**config.mk**
```make
export PLATFORM = sky130hd
export DESIGN_NAME = bin_to_bcd_seq
export DESIGN_NICKNAME = d
export VERILOG_FILES = /design/src/rtl/bin_to_bcd_seq.sv
export SDC_FILE = /design/constraint.sdc
export NUM_CORES = 1
export LEC_CHECK = 0
export BUFFER_PORTS_ARGS = -buffer_cell sky130_fd_sc_hd__buf_2
export CORE_MARGIN = 3
export CORE_UTILIZATION = 30
export DETAILED_ROUTE_END_ITERATION = 7
export HOLD_SLACK_MARGIN = 0.08
export MAX_ROUTING_LAYER = met4
export PLACE_DENSITY_LB_ADDON = 0.05
export SETUP_SLACK_MARGIN = 0.1
export SYNTH_ARGS = -nofsm -noshare
export SYNTH_HDL_FRONTEND = slang
export SYNTH_SLANG_ARGS = --single-unit
```
**constraint.sdc**
```tcl
create_clock -name clk -period 2.2 [get_ports clk]
set_input_delay 0.44 -clock clk [delete_from_list [all_inputs] [get_ports clk]]
set_output_delay 0.44 -clock clk [all_outputs]
set_load 0.1 [all_outputs]
```
**src/rtl/bin_to_bcd_seq.sv**
```systemverilog
// rtl/bin_to_bcd_seq.sv - sequential double-dabble binary-to-BCD converter, one bit per clock
// Digits and leading-zero blank mask stay registered until the next conversion completes.
module bin_to_bcd_seq #(
  parameter int WIDTH  = 8,
  parameter int DIGITS = 3
) (
  input  logic                  clk,
  input  logic                  rst_n,
  input  logic                  in_valid,
  output logic                  in_ready,
  input  logic [WIDTH-1:0]      in_bin,
  output logic                  out_valid,
  input  logic                  out_ready,
  output logic [4*DIGITS-1:0]   out_bcd,
  output logic [DIGITS-1:0]     out_blank
);

  localparam int CW = $clog2(WIDTH + 1);
  localparam int BW = 4 * DIGITS;
  localparam logic [DIGITS-1:0] BLANK_RST = {DIGITS{1'b1}} << 1;

  function automatic logic [63:0] pow10(input int n);
    logic [63:0] p;
    p = 64'd1;
    for (int i = 0; i < n; i++) p = p * 64'd10;
    return p;
  endfunction

  localparam logic [63:0] MAX_IN = (64'd1 << WIDTH) - 64'd1;

  generate
    if (pow10(DIGITS) <= MAX_IN) begin : g_digits_check
      $error("bin_to_bcd_seq: DIGITS too small to represent 2^WIDTH-1");
    end
  endgenerate

  typedef enum logic [1:0] {
    IDLE,
    SHIFT,
    DONE
  } state_t;

  state_t state, state_next;

  logic [WIDTH-1:0]  shift_q;
  logic [BW-1:0]     scratch_q;
  logic [CW-1:0]     count_q;

  logic              load;
  logic              step;
  logic              finish;

  logic [BW-1:0]     adj;
  logic [BW-1:0]     scratch_shift;
  logic [WIDTH-1:0]  shift_shift;
  logic [DIGITS-1:0] blank_next;
  logic              zero_above;

  always_ff @(posedge clk or negedge rst_n) begin
    if (!rst_n) begin
      state <= IDLE;
    end else begin
      state <= state_next;
    end
  end

  always_comb begin
    state_next = state;
    in_ready   = 1'b0;
    out_valid  = 1'b0;
    load       = 1'b0;
    step       = 1'b0;
    finish     = 1'b0;
    case (state)
      IDLE: begin
        in_ready = 1'b1;
        if (in_valid) begin
          load       = 1'b1;
          state_next = SHIFT;
        end
      end
      SHIFT: begin
        step = 1'b1;
        if (count_q == CW'(1)) begin
          finish     = 1'b1;
          state_next = DONE;
        end
      end
      DONE: begin
        out_valid = 1'b1;
        if (out_ready) begin
          state_next = IDLE;
        end
      end
      default: begin
        state_next = IDLE;
      end
    endcase
  end

  // Adjust is per digit with no inter-digit carry; a digit >= 5 is at most 9, so +3 fits in 4 bits.
  always_comb begin
    adj = scratch_q;
    for (int d = 0; d < DIGITS; d++) begin
      if (scratch_q[4*d +: 4] >= 4'd5) begin
        adj[4*d +: 4] = scratch_q[4*d +: 4] + 4'd3;
      end
    end
    scratch_shift = {adj[BW-2:0], shift_q[WIDTH-1]};
    shift_shift   = shift_q << 1;

    zero_above = 1'b1;
    blank_next = '0;
    for (int d = DIGITS - 1; d >= 0; d--) begin
      zero_above    = zero_above & (scratch_shift[4*d +: 4] == 4'd0);
      blank_next[d] = zero_above;
    end
    blank_next[0] = 1'b0;
  end

  always_ff @(posedge clk or negedge rst_n) begin
    if (!rst_n) begin
      shift_q   <= '0;
      scratch_q <= '0;
      count_q   <= '0;
      out_bcd   <= '0;
      out_blank <= BLANK_RST;
    end else begin
      if (load) begin
        shift_q   <= in_bin;
        scratch_q <= '0;
        count_q   <= CW'(WIDTH);
      end else if (step) begin
        shift_q   <= shift_shift;
        scratch_q <= scratch_shift;
        count_q   <= count_q - CW'(1);
      end
      if (finish) begin
        out_bcd   <= scratch_shift;
        out_blank <= blank_next;
      end
    end
  end

endmodule

```
=== After elaboration in Yosys (flattened, before gate mapping) ===
Index checks and enable logic that the tools add are counted.
W data, S select, Z words.

* Word-level logic and storage cells: 45
* Register bits after elaboration: 40

* Bitwise gates (word level): 1
* Equal/unequal tests: 6
* Add/sub/neg operators: 4
* $lt $le $gt $ge: 3
* Muxes and demuxes: 20
* Reductions and logical operators: 5

{| class="wikitable"
|+ Operators by type and width
! cell !! number
|-
| $mux W12 || 2
|-
| $mux W4 || 4
|-
| $mux W8 || 2
|-
| $ge A4 B3 Y1 const B || 3
|-
| $add A4 B2 Y4 const B || 2
|-
| $logic_not A4 Y1 || 2
|-
| $mux W1 || 7
|-
| $mux W2 || 3
|-
| $ne A2 B2 Y1 const B || 3
|-
| $pmux W2 S3 || 1
|-
| $eq A4 B1 Y1 const B || 1
|-
| $sub A4 B1 Y4 const B || 1
|-
| $add A3 B2 Y3 const B || 1
|-
| $mux W3 || 1
|-
| $reduce_and A3 Y1 || 1
|-
| $eq A2 B1 Y1 const B || 1
|-
| $eq A2 B2 Y1 const B || 1
|-
| $logic_not A2 Y1 || 1
|-
| $reduce_bool A2 Y1 || 1
|-
| $and A1 B1 Y1 || 1
|}

=== Logic depth before layout (Yosys ltp) ===
* Word-level depth: 4
* Depth in mapped cells: 7

=== Least setup slack after synthesis ===
OpenSTA, ideal clock, no wires.

* Path kind: reg-to-output
* Start point: register state[0]
* End point: output in_ready
* Data required time: 1.760 ns
* Stages on the path, launching flop included: 3
* Path slack: -0.117 ns
* Data arrival time: 1.877 ns
* Path buffers: 1
* Cell sequence: dfrtp_1 -> clkbuf_1 -> nor2_1

* Cells in the longest elaborated chain, start to end: 2

{| class="wikitable"
|+ RTL lines
! what !! line !! RTL
|-
| start, declared || 43 || <nowiki>state_t state, state_next;</nowiki>
|-
| start signal, assigned || 63 || <nowiki>state <= state_next;</nowiki>
|-
| $logic_not A2 Y1 || 74 || <nowiki>case (state)</nowiki>
|-
| $mux W1 || 74 ||
|-
| end, declared || 10 || <nowiki>output logic in_ready,</nowiki>
|}

Every way passes these cells.

=== Worst setup path after layout ===
* Start point: register state[0]
* End point: output out_valid

* Cells in the longest elaborated chain, start to end: 2

{| class="wikitable"
|+ RTL lines
! what !! line !! RTL
|-
| $eq A2 B2 Y1 || 74 ||
|-
| $mux W1 || 74 ||
|-
| end, declared || 12 || <nowiki>output logic out_valid,</nowiki>
|}

Every way passes these cells.

==> out/results.txt <==
Die Ht: 87.1 um
Via total after detailed routing: 1506
CTS max path bufs: 2
Post-CTS Setup Repair Bufs: 0
Initial Util: 32.2%
Worst path slowest cell: dfrtp_1
CP max FO: 16
Worst Setup End Kind: output pin
First-pass GRT wire length: 7290 um
Synth cell types: 33
# rows: 28
Clk Latency, worst-skew pair: 0.29 ns
Setup Skew: 0.00327 ns
Hold_buf cts: 0
Post-synthesis compound-gate area fraction: 18.6%
Number of synthesized register bits: 40
RSZ-0062 raised after global routing: no
CTS clk-pin slew, worst paths: 0.07 ns
HP Class: in2async
Synth Warn #: 0
Worst-path cell chain: nand2b_1 > inv_1 > clkbuf_4
CTS tree: done
Synth Area in Simple Gates: 15.8%
Synth area leader: dfrtp_1
DR pass1 iterations: 4
Setup violations, final: 0
Buf/Inv on CP: 2
DP Worst Slack: 0.406 ns
Crit path from: state[0]
Vias in the first global route: 1531
Mapped Nets: 221
N_diodes: 0
Startpoint Class: flip-flop
RePlAce Congestion: 0.703
Top FF cell, synth: dfrtp_1
Synthesized instance count: 201
Post-route DRC violation count: 0
Die ar.: 7590 um2
Seq/Total Area, Yosys: 50.8%
Largest net degree at the start of global routing: 41
Share of cells above drive strength 1: 22.1%
Routed wire length: 4220 um
Nets: 250
Port buffer count: 27
Vias/cell: 4.92
Synth Area in XOR/XNOR: 1.33%
Synth Area in Adders: 5.07%
Initial antenna violation count: 0
Status: finished, final reports clean
Num ports: 29
Fmax: 520 MHz
Post-synth top cells: 38 x dfrtp_1, 35 x o21ai_0, 33 x nand2_1, 11 x a21oi_1, 10 x inv_1
Die W: 87.1 um
Worst Slack Setup Final: 0.278 ns
Largest family of logic cells by synthesized area: compound AO/OA/AOI/OAI gates
Core footprint: 6130 um2
H-tree levels: 2
Clock buffer count from CTS: 5
Synth area leaders: dfrtp_1 48%, o21ai_0 8.9%, nand2_1 6.3%
Worst Tran Pin Value: 0.526 ns
Slew HR: 64.9%
DRT iter0 DRCs: 77
EDFF count, synth: 0
Reg2Reg Setup Slack: 0.37 ns
CP max stage delay: 0.56 ns
Count leader, synth: dfrtp_1
Root Buffer: clkbuf_8
Dpl hpwl: 2970 um
Kind of critical path: reg2out
Syn Area/Cell: 9.82 um2
GRT Total Usage: 12.8%
CTS resizes: 0
Async S/R FF share, synth: 100%
Setup_tns: 0 ns
Yosys top cell area share: 48.2%
CP Data Arrival Time: 1.48 ns
Tcrit/Tclk final: 87.4%
Layout Cells excl Fill: 306
Syn Std Cell Area: 1970 um2
Origin of the critical flop-to-flop path: scratch_q[4]
Placed cells: 298
Total gr overflow: 0
Post-route ant nets: 0
Final min period: 1.92 ns
CP top delay family: flip-flops
Wire length per cell: 13.8 um
Max_cap viols: 0
Area delta synth->final: 15.9%
Mux share of post-synthesis cell area: 3.93%
Max Slew Vio Count: 0
Sink Count: 40
CP required: 1.76 ns
Final hold violations: 0
## metal layers
layer	vias to the layer above	global-route usage, %	part of all wire (%)
met1	716	15.5	46
li1	751	-	-
met3	7	2.93	4.4
met2	32	20.4	48
met5	-	-	0
met4	0	5.30	1.8
## registers in the layout (all words and copies together) (netlist names)
| signal | cells |
|---|---|
| out_bcd | 12 |
| scratch_q | 12 |
| shift_q | 8 |
| count_q | 4 |
| out_blank | 2 |
| state | 2 |
## final timing paths
path                                      to  cells after the start
worst min register to register   out_bcd[10]                      2
max in group asynchronous       out_blank[1]                      2
worst max register to register  out_blank[1]                      6
worst max-delay path               out_valid                      3
min in group clk                    state[1]                      2
worst min-delay path            scratch_q[9]                      2
## cells in the final DEF, fill, tap and decap left out, types with 5 or more instances in the layout
master	Yosys	final
dfrtp_1	38	38
o21ai_0	35	35
nand2_1	33	33
buf_2	1	26
a21oi_1	11	11
inv_1	10	10
ha_1	8	8
a22oi_1	7	7
mux2_2	6	6
clkbuf_8	0	6
nand2b_1	5	5
nor3b_1	5	5
buf_4	2	5
## area by class of cell
class / instances / area, um2
Fill cell: 621 / 3840
Sequential cell: 40 / 1000
Multi-Input combinational cell: 141 / 888
Timing Repair Buffer: 32 / 175
Tap cell: 75 / 93.8
Clock buffer: 8 / 90.1
Inverter: 10 / 37.5
## cells by family (layout without fill, tap and decap cells)
logic type	Yosys count	after routing
AOI/OAI and AO/OA	63	63
and+or+nand+nor	59	59
DFF	40	40
buffers and inverters	20	50
adders and majority gates	8	8
muxes	7	7
xor gates and xnor gates	3	3
other	1	1
## metrics by stage
step / hold slack, ns / util [%] / area [um2]
floorplan: 0.144 / - / 1980
global placement: 0.461 / 35.8 / 2200
detailed placement: 0.466 / 35.8 / 2200
CTS: 0.222 / 37.3 / 2290
global route: 0.264 / 37.3 / 2290
finish: 0.206 / 37.3 / 2290
Power is left out: the tool's default activity adds up to more than one toggle a clock period on the data nets, which glitch-free logic cannot reach.
